[config.mk]
export PLATFORM = sky130hd
export DESIGN_NAME = pipe_stage
export DESIGN_NICKNAME = d
export VERILOG_FILES = /design/src/rtl/pipe_pkg.sv /design/src/rtl/pipe_slot.sv /design/src/rtl/pipe_stage.sv
export SDC_FILE = /design/constraint.sdc
export NUM_CORES = 1
export LEC_CHECK = 0
export BUFFER_PORTS_ARGS = -buffer_cell sky130_fd_sc_hd__clkbuf_2
export CAP_MARGIN = 40
export CORE_AREA = 2 2 93 95
export CTS_BUF_LIST = sky130_fd_sc_hd__clkbuf_16
export DETAILED_ROUTE_END_ITERATION = 8
export DIE_AREA = 0 0 95 97
export HOLD_SLACK_MARGIN = 0.05
export MAX_ROUTING_LAYER = met4
export PLACE_DENSITY_LB_ADDON = 0.05
export SLEW_MARGIN = 20
export SYNTH_ARGS = -nofsm -noshare
export SYNTH_HDL_FRONTEND = slang
export SYNTH_SLANG_ARGS = --single-unit
[constraint.sdc]
create_clock -name clk -period 1.88 [get_ports clk]
set_clock_uncertainty 0.2 [all_clocks]
set_input_delay 0.094 -clock clk [delete_from_list [all_inputs] [get_ports clk]]
set_output_delay 0.094 -clock clk [all_outputs]
set_load 0.1 [all_outputs]
[src/rtl/pipe_pkg.sv]
// pipe_pkg: shared types for the inter-stage pipeline registers.
//   pipe_state_e   occupancy state of a pipe_stage (value = beats held)
//   if_id_t .. mem_wb_t   per-stage payload bundles; instantiate pipe_stage
//                         with WIDTH = $bits(<bundle>) and pack/unpack around it.
package pipe_pkg;

    typedef enum logic [1:0] {
        EMPTY = 2'd0,
        BUSY  = 2'd1,
        FULL  = 2'd2
    } pipe_state_e;

    localparam logic [31:0] PERF_CNT_MAX = 32'hFFFF_FFFF;

    typedef struct packed {
        logic [31:0] pc;
        logic [31:0] instr;
    } if_id_t;

    typedef struct packed {
        logic [31:0] pc;
        logic [31:0] rs1Val;
        logic [31:0] rs2Val;
        logic [31:0] imm;
        logic [4:0]  rd;
        logic [3:0]  aluOp;
        logic        memRead;
        logic        memWrite;
        logic        regWrite;
    } id_ex_t;

    typedef struct packed {
        logic [31:0] aluResult;
        logic [31:0] storeData;
        logic [4:0]  rd;
        logic        memRead;
        logic        memWrite;
        logic        regWrite;
    } ex_mem_t;

    typedef struct packed {
        logic [31:0] wbData;
        logic [4:0]  rd;
        logic        regWrite;
    } mem_wb_t;

    // The state encoding doubles as the beat count.
    function automatic logic [1:0] stateOccupancy(input pipe_state_e s);
        return logic'(s == FULL) ? 2'd2 : (s == BUSY) ? 2'd1 : 2'd0;
    endfunction

endpackage

[src/rtl/pipe_slot.sv]
// pipe_slot: one WIDTH-bit payload register.
//   clk   in  stage clock
//   clear in  synchronous clear to RST_PAYLOAD (has priority over load)
//   load  in  capture d on this edge
//   d     in  next payload
//   q     out held payload
module pipe_slot #(
    parameter int              WIDTH       = 32,
    parameter logic [WIDTH-1:0] RST_PAYLOAD = '0
) (
    input  logic             clk,
    input  logic             clear,
    input  logic             load,
    input  logic [WIDTH-1:0] d,
    output logic [WIDTH-1:0] q
);

    always_ff @(posedge clk) begin
        if (clear) begin
            q <= RST_PAYLOAD;
        end else if (load) begin
            q <= d;
        end
    end

endmodule

[src/rtl/pipe_stage.sv]
// pipe_stage: parametrised inter-stage pipeline register with a 1-entry skid
// buffer, flush, and registered in_ready.
//   clk, rst (sync, active-high), flush (kills all held beats)
//   in_valid / in_ready / in_data     upstream side
//   out_valid / out_ready / out_data  downstream side
//   occupancy  beats held (0..2)
//   dbgState   current FSM state, for checkers
//   stall_cnt / bubble_cnt  present only when PIPE_STAGE_PERF_EN is defined
//
// Handshake: a beat moves when valid & ready are both high at a rising edge.
// A producer holding valid may not rely on ready to change its data until the
// beat moves; ready never depends combinationally on valid in this block.
module pipe_stage
    import pipe_pkg::*;
#(
    parameter int               WIDTH       = 32,
    parameter logic [WIDTH-1:0] RST_PAYLOAD = '0
) (
    input  logic             clk,
    input  logic             rst,
    input  logic             flush,
    input  logic             in_valid,
    output logic             in_ready,
    input  logic [WIDTH-1:0] in_data,
    output logic             out_valid,
    input  logic             out_ready,
    output logic [WIDTH-1:0] out_data,
    output logic [1:0]       occupancy,
    output pipe_state_e      dbgState
`ifdef PIPE_STAGE_PERF_EN
    ,
    output logic [31:0]      stall_cnt,
    output logic [31:0]      bubble_cnt
`endif
);

    pipe_state_e      state;
    logic             inReadyReg;
    logic             inFire;
    logic             outFire;
    logic             slotClear;
    logic             outLoad;
    logic             skidLoad;
    logic [WIDTH-1:0] outD;
    logic [WIDTH-1:0] skidQ;

    // inReadyReg always equals (state != FULL); it is held at 1 through reset
    // so the stage is ready on the first cycle rst is low, and rst masks it.
    assign in_ready  = inReadyReg & ~rst;
    assign out_valid = (state != EMPTY);
    assign inFire    = in_valid & in_ready;
    assign outFire   = out_valid & out_ready;
    assign occupancy = stateOccupancy(state);
    assign dbgState  = state;

    assign slotClear = rst | flush;
    // Out reg takes a new beat when it is free or being emptied; from FULL it
    // takes the skid beat so order is preserved.
    assign outLoad   = (inFire & ((state == EMPTY) | ((state == BUSY) & outFire)))
                     | ((state == FULL) & outFire);
    assign outD      = (state == FULL) ? skidQ : in_data;
    assign skidLoad  = inFire & (state == BUSY) & ~outFire;

    always_ff @(posedge clk) begin
        if (rst || flush) begin
            state      <= EMPTY;
            inReadyReg <= 1'b1;
        end else begin
            case (state)
                EMPTY: begin
                    if (inFire) state <= BUSY;
                end
                BUSY: begin
                    if (inFire && !outFire) begin
                        state      <= FULL;
                        inReadyReg <= 1'b0;
                    end else if (!inFire && outFire) begin
                        state <= EMPTY;
                    end
                end
                FULL: begin
                    if (outFire) begin
                        state      <= BUSY;
                        inReadyReg <= 1'b1;
                    end
                end
                default: begin
                    state      <= EMPTY;
                    inReadyReg <= 1'b1;
                end
            endcase
        end
    end

    pipe_slot #(.WIDTH(WIDTH), .RST_PAYLOAD(RST_PAYLOAD)) outSlot (
        .clk   (clk),
        .clear (slotClear),
        .load  (outLoad),
        .d     (outD),
        .q     (out_data)
    );

    pipe_slot #(.WIDTH(WIDTH), .RST_PAYLOAD(RST_PAYLOAD)) skidSlot (
        .clk   (clk),
        .clear (slotClear),
        .load  (skidLoad),
        .d     (in_data),
        .q     (skidQ)
    );

`ifdef PIPE_STAGE_PERF_EN
    // Saturating counters; flush deliberately leaves them alone.
    always_ff @(posedge clk) begin
        if (rst) begin
            stall_cnt  <= '0;
            bubble_cnt <= '0;
        end else begin
            if (out_valid && !out_ready && stall_cnt != PERF_CNT_MAX)
                stall_cnt <= stall_cnt + 32'd1;
            if (!out_valid && bubble_cnt != PERF_CNT_MAX)
                bubble_cnt <= bubble_cnt + 32'd1;
        end
    end
`endif

endmodule
# == Word-level counts from Yosys, hierarchy flattened ==
# Cells that the tools add are included.
# W data, S select, Z words.
# totals
mem_bits_ro,0
inputBits,37
ff_bits,67
memories,0
out_inout_bits,38
mem_bits_rw,0
word_cells,44
latch_bits,0
# classes
n_reduce_logical,9
eq_ne,6
n_lt_le_gt_ge,0
n_mul,0
n_bitwise,14
addsub,0
div_mod_pow,0
muxes,11
n_shift,0
# op_table
cell,count
$mux W32,1
$mux W2,5
$and A1 B1 Y1,8
$pmux W2 S3,1
$reduce_and A3 Y1,2
$ne A2 B2 Y1 const B,2
$mux W1,3
$ne A3 B1 Y1 const B,1
$not A1 Y1,3
$or A1 B1 Y1,3
$pmux W1 S3,1
$eq A2 B1 Y1 const B,1
$eq A2 B2 Y1 const B,1
$logic_and A1 B1 Y1,2
$logic_not A1 Y1,2
$logic_not A2 Y1,1
$ne A2 B1 Y1 const B,1
$reduce_bool A2 Y1,1
$logic_or A1 B1 Y1,1

# == Logic depth before layout (Yosys ltp) ==
# Gate-level depths: netlist of run 1.
# depth
ltp_word,8
depth_mapped,7
mapped_depth_nobuf,4

# == Cells and area by module ==
# A second synthesis of run 1 with hierarchy kept.
# hier_totals
cells_unflattened,266
area_unflattened_um2,3078.0
# modules_own_cells
mod,instances,seq_area_each_um2,area_each_um2,cells_each
pipe_slot,2,640.6,1163.6,103
pipe_stage,1,60.1,750.7,60

# == Worst setup path before layout of run 1 ==
# No wires, ideal clock.
# synth_timing
path_kind,flip-flop to flip-flop
startpoint,register state[1] (netlist: dbgState[1])
endpoint,register state[1] (netlist: dbgState[1])
synth_period_minus_slack_ns,2.810
path_stages_with_launch,8
required_time_ns,1.613
setup_time_ns,0.067
n_path_buf,3
slack_ns,-0.930
arrival_ns,2.543
path_cell_list,dfxtp_1 -> buf_2 -> nand2b_1 -> buf_4 -> buf_4 -> inv_1 -> a22oi_1 -> nor2_1
# synth_via
elab_chain_len,6
elab_cells_between_ends,14
cone_classes,eq/ne: 5; mux: 2; bitwise: 1; reduce/logical: 6
# synth_rtl
element,line,source
from (decl),pipe_stage.sv:37,pipe_state_e state;
from (signal assigned),pipe_stage.sv:66,state <= EMPTY;
from (signal assigned),pipe_stage.sv:71,if (inFire) state <= BUSY;
from (signal assigned),pipe_stage.sv:75,state <= FULL;
$reduce_bool A2 Y1,pipe_stage.sv:50,assign out_valid = (state != EMPTY);
$and A1 B1 Y1,pipe_stage.sv:52,assign outFire = out_valid & out_ready;
$logic_not A1 Y1,pipe_stage.sv:74,if (inFire && !outFire) begin
$logic_and A1 B1 Y1,pipe_stage.sv:74,
$ne A3 B1 Y1 (no source line) / $mux W2 (equally long branches),-,
$reduce_and A3 Y1 (no source line) / $pmux W2 S3 (equally long branches),-,
# Parallel ways exist; a longest one is shown, timed or not.
# A chain may end at the register's enable or synchronous reset.

# == Final worst setup path of run 1 ==
# layout_timing
startpoint,register state[0] (netlist: dbgState[0])
endpoint,output occupancy[1]
# layout_via
elab_chain_len,2
# layout_rtl
element,line,source
$eq A2 B2 Y1,pipe_pkg.sv:49,return logic'(s == FULL) ? 2'd2 : (s == BUSY) ? 2'd1 : 2'd0;
$mux W2,pipe_pkg.sv:49,
to (decl),pipe_stage.sv:28,"output logic [1:0] occupancy,"
# Every way passes these cells.

==> results.md, run 1 <==
- Die area: 9220 µm²
- Fmax: 559 MHz
- Hold_ws: 0.270 ns
- Max Cap Viol: 0
- Status: complete, no violations
- Fin crit share: 95.2%
- Overflow after GRT: 0
- Rel. slew slack: 63.4%
- Worst Tran Pin Value: 0.550 ns
- Initial Util: 39.5%
- Layout Utilization: 52.9%
- Mapped cell area: 3210 µm²
- DRT Pass-1 Iters: 4
- Die Y: 97 µm
- Sequential element share of the synthesized area: 41.8%
- Core ar.: 8130 µm²
- Post-DP Area: 3670 µm²
- CTS tree: yes
- Die W: 95 µm
- Async SR Flop Fraction: 0%
- Average vias per placed instance: 5.66
- Worst IR Drop VDD: 0.000425 V
- Placement Setup Slack: 0.195 ns
- Largest net degree at the start of global routing: 66
- Clk buf depth: 2
- Vias after detailed routing: 2990
- DR iter-0 viols: 140
- Worst hold path type: input port to flip-flop
- Num rows: 33
- First-pass GRT wire length: 14.9 mm
- Crit path time final: 1.79 ns
- Vias in the first global route: 2914
- Flop and latch count out of synthesis: 67
- Most frequent cells in the layout: clkbuf_2, dfxtp_1, dlygate4sd3_1, nand3_1
- Syn Nets: 362
- Routability cong.: 0.712
- Clock Latency Late Sink: 0.32 ns
- # DRC: 0
- Distinct cells, synth: 30
- Final std cells w/o fill: 528
- Total CTS buffers: 9
- Startpoint class of the critical path: flip-flop
- Commonest non-fill, non-tap cell in the layout: clkbuf_2
- Antenna Violating Nets Remaining: 0
- Clock sinks: 67
- Root buffer cell: clkbuf_16
- EDFF count, synth: 0
- Port bufs: 74
- Initial antenna violation count: 0
- Final setup fails: 0
- Dpl cells: 478
- Finished Cell Area: 4300 µm²
- Total GRT Usage: 21.0%
- Clk pin slew, worst setup/hold paths: 0.05 ns
- Share of the synthesized area in the top cell type: 41.8%
- Htree depth: 3
- Final total power: 3.48 mW
- Main synth FF type: dfxtp_1
- Crit Path Max Fanout: 12
- Setup ws final: 0.0902 ns
- Largest area contributor in the netlist: dfxtp_1
- Mapped Cells: 325
- Diode count: 0
- Ports: 75
- Area contributors post-synth: dfxtp_1, a211oi_2, mux2i_1
- Critical path class: flip-flop to output pin
- Setup TNS Final: 0 ns
- Required time of the critical path: 1.59 ns
- P&R area growth vs syn: 34.0%
- Final WL: 9.66 mm
- Fin nets: 457
- Power Dens Cells: 809 nW/µm²
- WL per Instance: 18.3 µm
- Fillers: 760
- Avg Inst Size Synth: 9.88 µm²
- Post-CTS Setup Repair Bufs: 0
- Layout cell share with drive strength beyond 1: 34.5%
- Final HPWL from detailed placement: 5.33 mm
- Slew Limit Fails: 0
- Setup crit end kind: output pin
- Static Leak: 1.77 nW
- Final Hold Vio Count: 0
- Crit path DAT: 1.50 ns
- Yosys warns: 0
[logic make-up (layout without fill, tap and decap cells)]
logic type | after synthesis | count (layout) | share of synthesized area, %
compound gates | 134 | 135 | 32.6
buf+inv | 45 | 142 | 7.48
flops | 67 | 67 | 41.8
mux | 32 | 32 | 9.98
simple gates | 47 | 47 | 8.18
[per-layer routing]
| metal | vias up | GRT usage (%) | wire length, µm | part of all wire, % |
|---|---|---|---|---|
| li1 | 1440 | - | - | - |
| met1 | 1477 | 26.8 | 4430 | 46 |
| met2 | 71 | 33.9 | 4780 | 49 |
| met3 | 2 | 2.96 | 417 | 4.3 |
| met4 | 0 | 7.02 | 40 | 0.41 |
| met5 | - | - | 0 | 0 |
[state kept, by name, indices dropped and copies added (netlist names)]
name        cells
dbgState        2
inReadyReg      1
outSlot.q      32
skidSlot.q     32
[synthesized netlist by cell type (2+ instances only)]
master	count
a211oi_1	2
a211oi_2	30
a21oi_1	32
a311oi_1	32
and3b_1	2
buf_2	18
buf_4	4
buf_6	4
clkbuf_1	15
dfxtp_1	67
inv_1	2
mux2i_1	32
nand2b_1	2
nand3_1	33
nor2_1	2
nor2b_1	2
o21ai_0	29
o21ai_1	4
or2_2	2
[timing repair]
item	CTS	global route
hold buffers	35	0
setup endpoints to repair	0	32
endpoints found under the hold margin	67	0
gates resized for setup	0	4
[power by group]
part / switching [mW] / internal, mW
clock network: 0.592 / 0.860
logic: 0.395 / 0.174
registers: 0.0168 / 1.44
[area by class of cell]
type	instances	area [µm²]	share of cell area (%)
Timing Repair Buffer	125	885	20.6
Multi-Input combinational cell	214	1670	38.9
Sequential cell	67	1350	31.3
Tap cell	105	131	3.05
Clock buffer	9	225	5.23
Inverter	3	15.0	0.349
Clock inverter	5	23.8	0.552
[worst paths after layout]
kind / from / endpoint / cells after the start / slack, ns
worst max-delay path: dbgState[0] / occupancy[1] / 4 / 0.09
worst min-delay path: in_valid / skidSlot.q[7] / 5 / 0.27
worst max register to register: dbgState[1] / outSlot.q[17] / 4 / 0.23
worst min register to register: skidSlot.q[8] / skidSlot.q[8] / 2 / 0.27
[worst max-delay path, stage by stage, from the launching register on]
cell and delay (ns):
dfxtp_4 0.38, nand2b_2 0.16, buf_4 0.27, clkinvlp_4 0.17
buf_12 0.18
Note: power is estimated with default switching activity, not from simulation.
==> inputs of run 2 (changes only) <==
PLACE_DENSITY = 0.68   (was default)
PLACE_DENSITY_LB_ADDON = default   (was 0.05)
==> run 2 against run 1 <==
Net effect: combinational power decreased by 2%; fmax increased by 2.6%; count of clock-buffer cells in the layout unchanged; critical endpoint is now outSlot.q[0]; sequential power about the same; register-to-register slack got worse by 0.05 ns; sequential cell count unchanged; sequential share of layout area decreased by 0.11 points; first-iteration DRC count increased by 16%; setup slack improved by 0.045 ns; power increased by 8.1%; non-clock buffer count decreased by 1; final cell count decreased by 0.19%.
==> results.md, run 2 (synthesized netlist as in run 1, its figures left out) <==
- P&R area growth vs syn: 34.5%
- Core ar.: 8130 µm²
- Antenna Violating Nets Remaining: 0
- Initial antenna violation count: 0
- Commonest non-fill, non-tap cell in the layout: clkbuf_2
- Worst Tran Pin Value: 0.593 ns
- Clk pin slew, worst setup/hold paths: 0.05 ns
- Routability cong.: 0.754
- Largest net degree at the start of global routing: 45
- Rel. slew slack: 60.5%
- Final Hold Vio Count: 0
- Required time of the critical path: 1.86 ns
- Die area: 9220 µm²
- Clock Latency Late Sink: 0.33 ns
- Num rows: 33
- DR iter-0 viols: 162
- Worst IR Drop VDD: 0.000453 V
- Clock sinks: 67
- CP max stage cell: a31o_4
- Total CTS buffers: 9
- Port bufs: 74
- Vias after detailed routing: 3022
- Critical path class: input port to flip-flop
- Slew Limit Fails: 0
- # DRC: 0
- Layout Utilization: 53.1%
- Final setup fails: 0
- Initial Util: 39.5%
- Status: complete, no violations
- CTS tree: yes
- Max Cap Viol: 0
- Average vias per placed instance: 5.73
- Final HPWL from detailed placement: 5.44 mm
- Setup crit end kind: flip-flop
- Diode count: 0
- Fin nets: 455
- Die Y: 97 µm
- WL per Instance: 17.2 µm
- Crit Path Max Fanout: 32
- Slowest cell delay on critical path: 0.56 ns
- Placement Setup Slack: 0.190 ns
- WHS Path Cells: 4
- Final WL: 9.08 mm
- Most frequent cells in the layout: clkbuf_2, dfxtp_1, dlygate4sd3_1, nand3_1
- Crit path time final: 1.75 ns
- Root buffer cell: clkbuf_16
- Layout cell share with drive strength beyond 1: 34.4%
- Fmax: 573 MHz
- Setup ws final: 0.135 ns
- Worst hold path type: input port to flip-flop
- Startpoint class of the critical path: input port
- Post-DP Area: 3660 µm²
- Unrepaired setup endpoints after global routing: no
- CP cell instances: dlygate4sd3_1 > clkbuf_2 > nand2b_1 > a31o_4 > a211oi_1
- Post-CTS Setup Repair Bufs: 0
- Overflow after GRT: 0
- Power Dens Cells: 872 nW/µm²
- Htree depth: 3
- Static Leak: 1.79 nW
- First-pass GRT wire length: 14.4 mm
- Clk buf depth: 2
- CTS resizes: 0
- Finished Cell Area: 4320 µm²
- Fin crit share: 92.8%
- Total GRT Usage: 20.3%
- Ports: 75
- Vias in the first global route: 2819
- Setup TNS Final: 0 ns
- Path depth of the worst reg2reg path: 3
- Crit path DAT: 1.72 ns
- DRT Pass-1 Iters: 5
- R2r setup slk: 0.18 ns
- Die W: 95 µm
## run 2: cell type report
| type | instances | area, µm² |
|---|---|---|
| fill | 713 | 3820 |
| multi-input combinational | 213 | 1640 |
| sequential | 67 | 1350 |
| timing repair buffer | 124 | 873 |
| clock buffer | 9 | 225 |
| tap | 105 | 131 |
| clock inverter | 6 | 80.1 |
| inverter | 3 | 15.0 |
## run 2: through the flow
stage                     power, mW  hold slack [ns]  std cells
after floorplan                1.87         -0.00837        325
after global placement         1.99            0.103        477
after detailed placement       1.99            0.112        477
after CTS                      3.79            0.208        527
after global routing           3.89            0.242        527
final                          3.76            0.221        527
## run 2: report_power, final
part | switching (mW) | internal (mW) | total [mW]
registers | 0.0162 | 1.44 | 1.46
clock network | 0.601 | 1.14 | 1.74
logic | 0.389 | 0.171 | 0.560
## run 2: critical path, delay by kind of cell
kind,cells,cell delay [ns]
AO/OA/AOI/OAI,2,0.71
buffers and inverters,2,0.71
AND/OR/NAND/NOR,1,0.19
## run 2: final timing paths
| path | startpoint | end |
|---|---|---|
| setup / recovery | out_ready | outSlot.q[0] |
| setup reg to reg | inReadyReg | outSlot.q[0] |
| hold reg to reg | skidSlot.q[4] | skidSlot.q[4] |
| hold / removal | rst | outSlot.q[6] |
## run 2: layer usage
layer  GRT usage [%]  wire, µm  up-vias
met5               -         0        -
met4            5.46        80        0
met3            4.67       634        8
met2            29.8      4250      121
met1            28.1      4110     1454
li1                -         -     1439
## run 2: repair_timing
action / in CTS / in global routing
hold endpoints to repair: 67 / 0
setup endpoints to repair: 0 / 0
hold buffers: 35 / 0
==> inputs of run 3 (changes only) <==
ABC_AREA = 1   (was default)
SKIP_LAST_GASP = 1   (was default)
TNS_END_PERCENT = 10   (was default)
==> run 3 against run 2 <==
Net effect: count of clock-buffer cells in the layout rose by 1; sequential power barely moved; register-to-register slack improved by 0.02 ns; critical path type is now flip-flop to output pin; critical endpoint is now occupancy[1]; largest cell class unchanged.
==> results.md, run 3 <==
- Initial Util: 39.3%
- Family with the most delay on the worst path: buffers and inverters
- Required time of the critical path: 1.59 ns
- Vias after detailed routing: 3392
- Slowest cell delay on critical path: 0.37 ns
- CP cell instances: inv_2 > nand2_4 > inv_2 > buf_12 > buf_12
- Wire length on met3: 510 µm
- Static Leak: 2.07 nW
- CP max stage cell: dfxtp_4
- Setup crit end kind: output pin
- Mapped Cells: 492
- Die area: 9220 µm²
- Final Hold Vio Count: 0
- DR iter-0 viols: 217
- Antenna Violating Nets Remaining: 0
- List of most frequent post-synthesis cells: nand2_1, nor2_1, dfxtp_1
- Fillers: 803
- Most frequent cells in the layout: nand2_1, clkbuf_2, nor2_1, nand3_1, dfxtp_1
- Fin crit share: 96.2%
- Clk pin slew, worst setup/hold paths: 0.06 ns
- Fmax: 553 MHz
- Overflow after GRT: 0
- # DRC: 0
- Clock Latency Late Sink: 0.32 ns
- Slew Limit Fails: 0
- Commonest non-fill, non-tap cell in the layout: nand2_1
- CTS tree: yes
- Finished Cell Area: 4340 µm²
- Num rows: 33
- Critical path buffers and inverters: 4
- Total CTS buffers: 9
- Routability cong.: 0.805
- Largest net degree at the start of global routing: 35
- Unrepaired setup endpoints after global routing: yes
- Top-count cell post-synth: nand2_1
- Largest area contributor in the netlist: dfxtp_1
- Syn Nets: 529
- Diode count: 0
- RR Endpoint: outSlot.q[18]
- Port bufs: 74
- Setup ws final: 0.0711 ns
- Fin nets: 634
- Clk buf depth: 2
- Ports: 75
- Core ar.: 8130 µm²
- Htree depth: 3
- Yosys warns: 0
- Worst r2r src: dbgState[0]
- Vias in the first global route: 3165
- Final HPWL from detailed placement: 5.57 mm
- EDFF count, synth: 0
- Main synth FF type: dfxtp_1
- Total GRT Usage: 19.8%
- Worst IR Drop VDD: 0.000491 V
- DRT Pass-1 Iters: 5
- Avg Inst Size Synth: 6.51 µm²
- Worst Hold End: skidSlot.q[10]
- First-pass GRT wire length: 14.3 mm
- Rel. slew slack: 62.2%
- Critical path class: flip-flop to output pin
- Root buffer cell: clkbuf_16
- Crit path time final: 1.81 ns
- Sequential element share of the synthesized area: 41.9%
- Die Y: 97 µm
- M1 WL: 3.98 mm
- Power Dens Cells: 859 nW/µm²
- Clock sinks: 67
- Final WL: 8.64 mm
- Layout cell share with drive strength beyond 1: 19.8%
- Placement Setup Slack: 0.133 ns
- Status: complete, no violations
- Startpoint class of the critical path: flip-flop
- Share of the synthesized area in the top cell type: 41.9%
- WL per Instance: 12.2 µm
- Initial antenna violation count: 0
- WHS Path Cells: 2
- Final setup fails: 0
- Crit Path Max Fanout: 24
- Worst hold path type: flip-flop to flip-flop
- P&R area growth vs syn: 35.7%
- Path depth of the worst reg2reg path: 7
- DR top layer: met4
- R2r setup slk: 0.20 ns
- Distinct cells, synth: 18
- Met2 WL: 4.03 mm
- Async SR Flop Fraction: 0%
- Worst hold start: skidSlot.q[10]
- Area contributors post-synth: dfxtp_1, nand2_1, nand3_1
- Worst Tran Pin Value: 0.566 ns
- Post-DP Area: 3660 µm²
- Mapped cell area: 3200 µm²
- Flop and latch count out of synthesis: 67
- Die W: 95 µm
- Crit path DAT: 1.51 ns
- Average vias per placed instance: 4.80
- Max Cap Viol: 0
==> run 3: changes by cell type after synthesis, sizes merged, moves of 33 or more <==
cell / change
nand3: +33
nor2: +71
inv: +41
nand2: +174
==> run 3: final cells by class <==
type	instances	area, µm²	share of cell area, %
clock buffers	10	250	5.76
well taps	105	131	3.03
inverters	44	169	3.89
multi-input cells	351	1510	34.8
flip-flops and latches	67	1350	31.1
clock inverters	5	53.8	1.24
repair buffers	124	876	20.2
==> run 3: how the worst max path moves through the flow <==
stage	slack [ns]	end	cells after the start	from
2_1_floorplan	0.02	inReadyReg	7	dbgState[1]
3_3_place_gp	0.19	skidSlot.q[15]	6	dbgState[1]
3_5_place_dp	0.13	skidSlot.q[6]	6	dbgState[1]
4_1_cts	0.07	occupancy[1]	5	dbgState[0]
5_1_grt	-0.005	occupancy[1]	5	dbgState[0]
6_report	0.07	occupancy[1]	5	dbgState[0]
==> run 3: kinds of logic after synthesis <==
logic type	synth area share [%]
AND/OR/NAND/NOR	41.0
buffers and inverters	11.3
flip-flops	41.9
AO/OA/AOI/OAI	5.79
==> run 3: routing by layer <==
metal / GRT usage, % / up-vias
met2: 31.3 / 134
met3: 4.13 / 15
met5: - / -
met4: 5.13 / 0
met1: 25.7 / 1511
li1: - / 1732
==> run 3: worst reg2reg max path, stage by stage, from the launching register on <==
cell and delay (ns):
dfxtp_4 0.38, inv_2 0.07, nand2_4 0.15, nor2_4 0.07, inv_2 0.42, nand3_1 0.15, nand2_1 0.09, nor2_1 0.04
==> run 3: through the flow <==
step                      std cells  hold WS, ns  utilization [%]  TNS (ns)  total power [mW]
after floorplan                 492       0.0584                -         0              1.87
after CTS                       705        0.261             53.2         0              3.76
final                           706        0.259             53.4         0              3.73
after global routing            706        0.271             53.4  -0.00481              3.87
after detailed placement        654        0.174             45.0         0              2.00
after global placement          654        0.165             45.0         0              1.99
==> run 3: report_power, final <==
part / total, mW / switching, mW / internal, mW
logic: 0.569 / 0.399 / 0.170
registers: 1.46 / 0.0154 / 1.45
clock network: 1.70 / 0.608 / 1.09
total: 3.73 / 1.02 / 2.71
==> run 3: what timing repair did <==
item | CTS | global route
setup buffers | 0 | 1
setup endpoints to repair | 0 | 34
resized for setup | 0 | 1
endpoints found under the hold margin | 67 | 0
hold buffers | 36 | 0
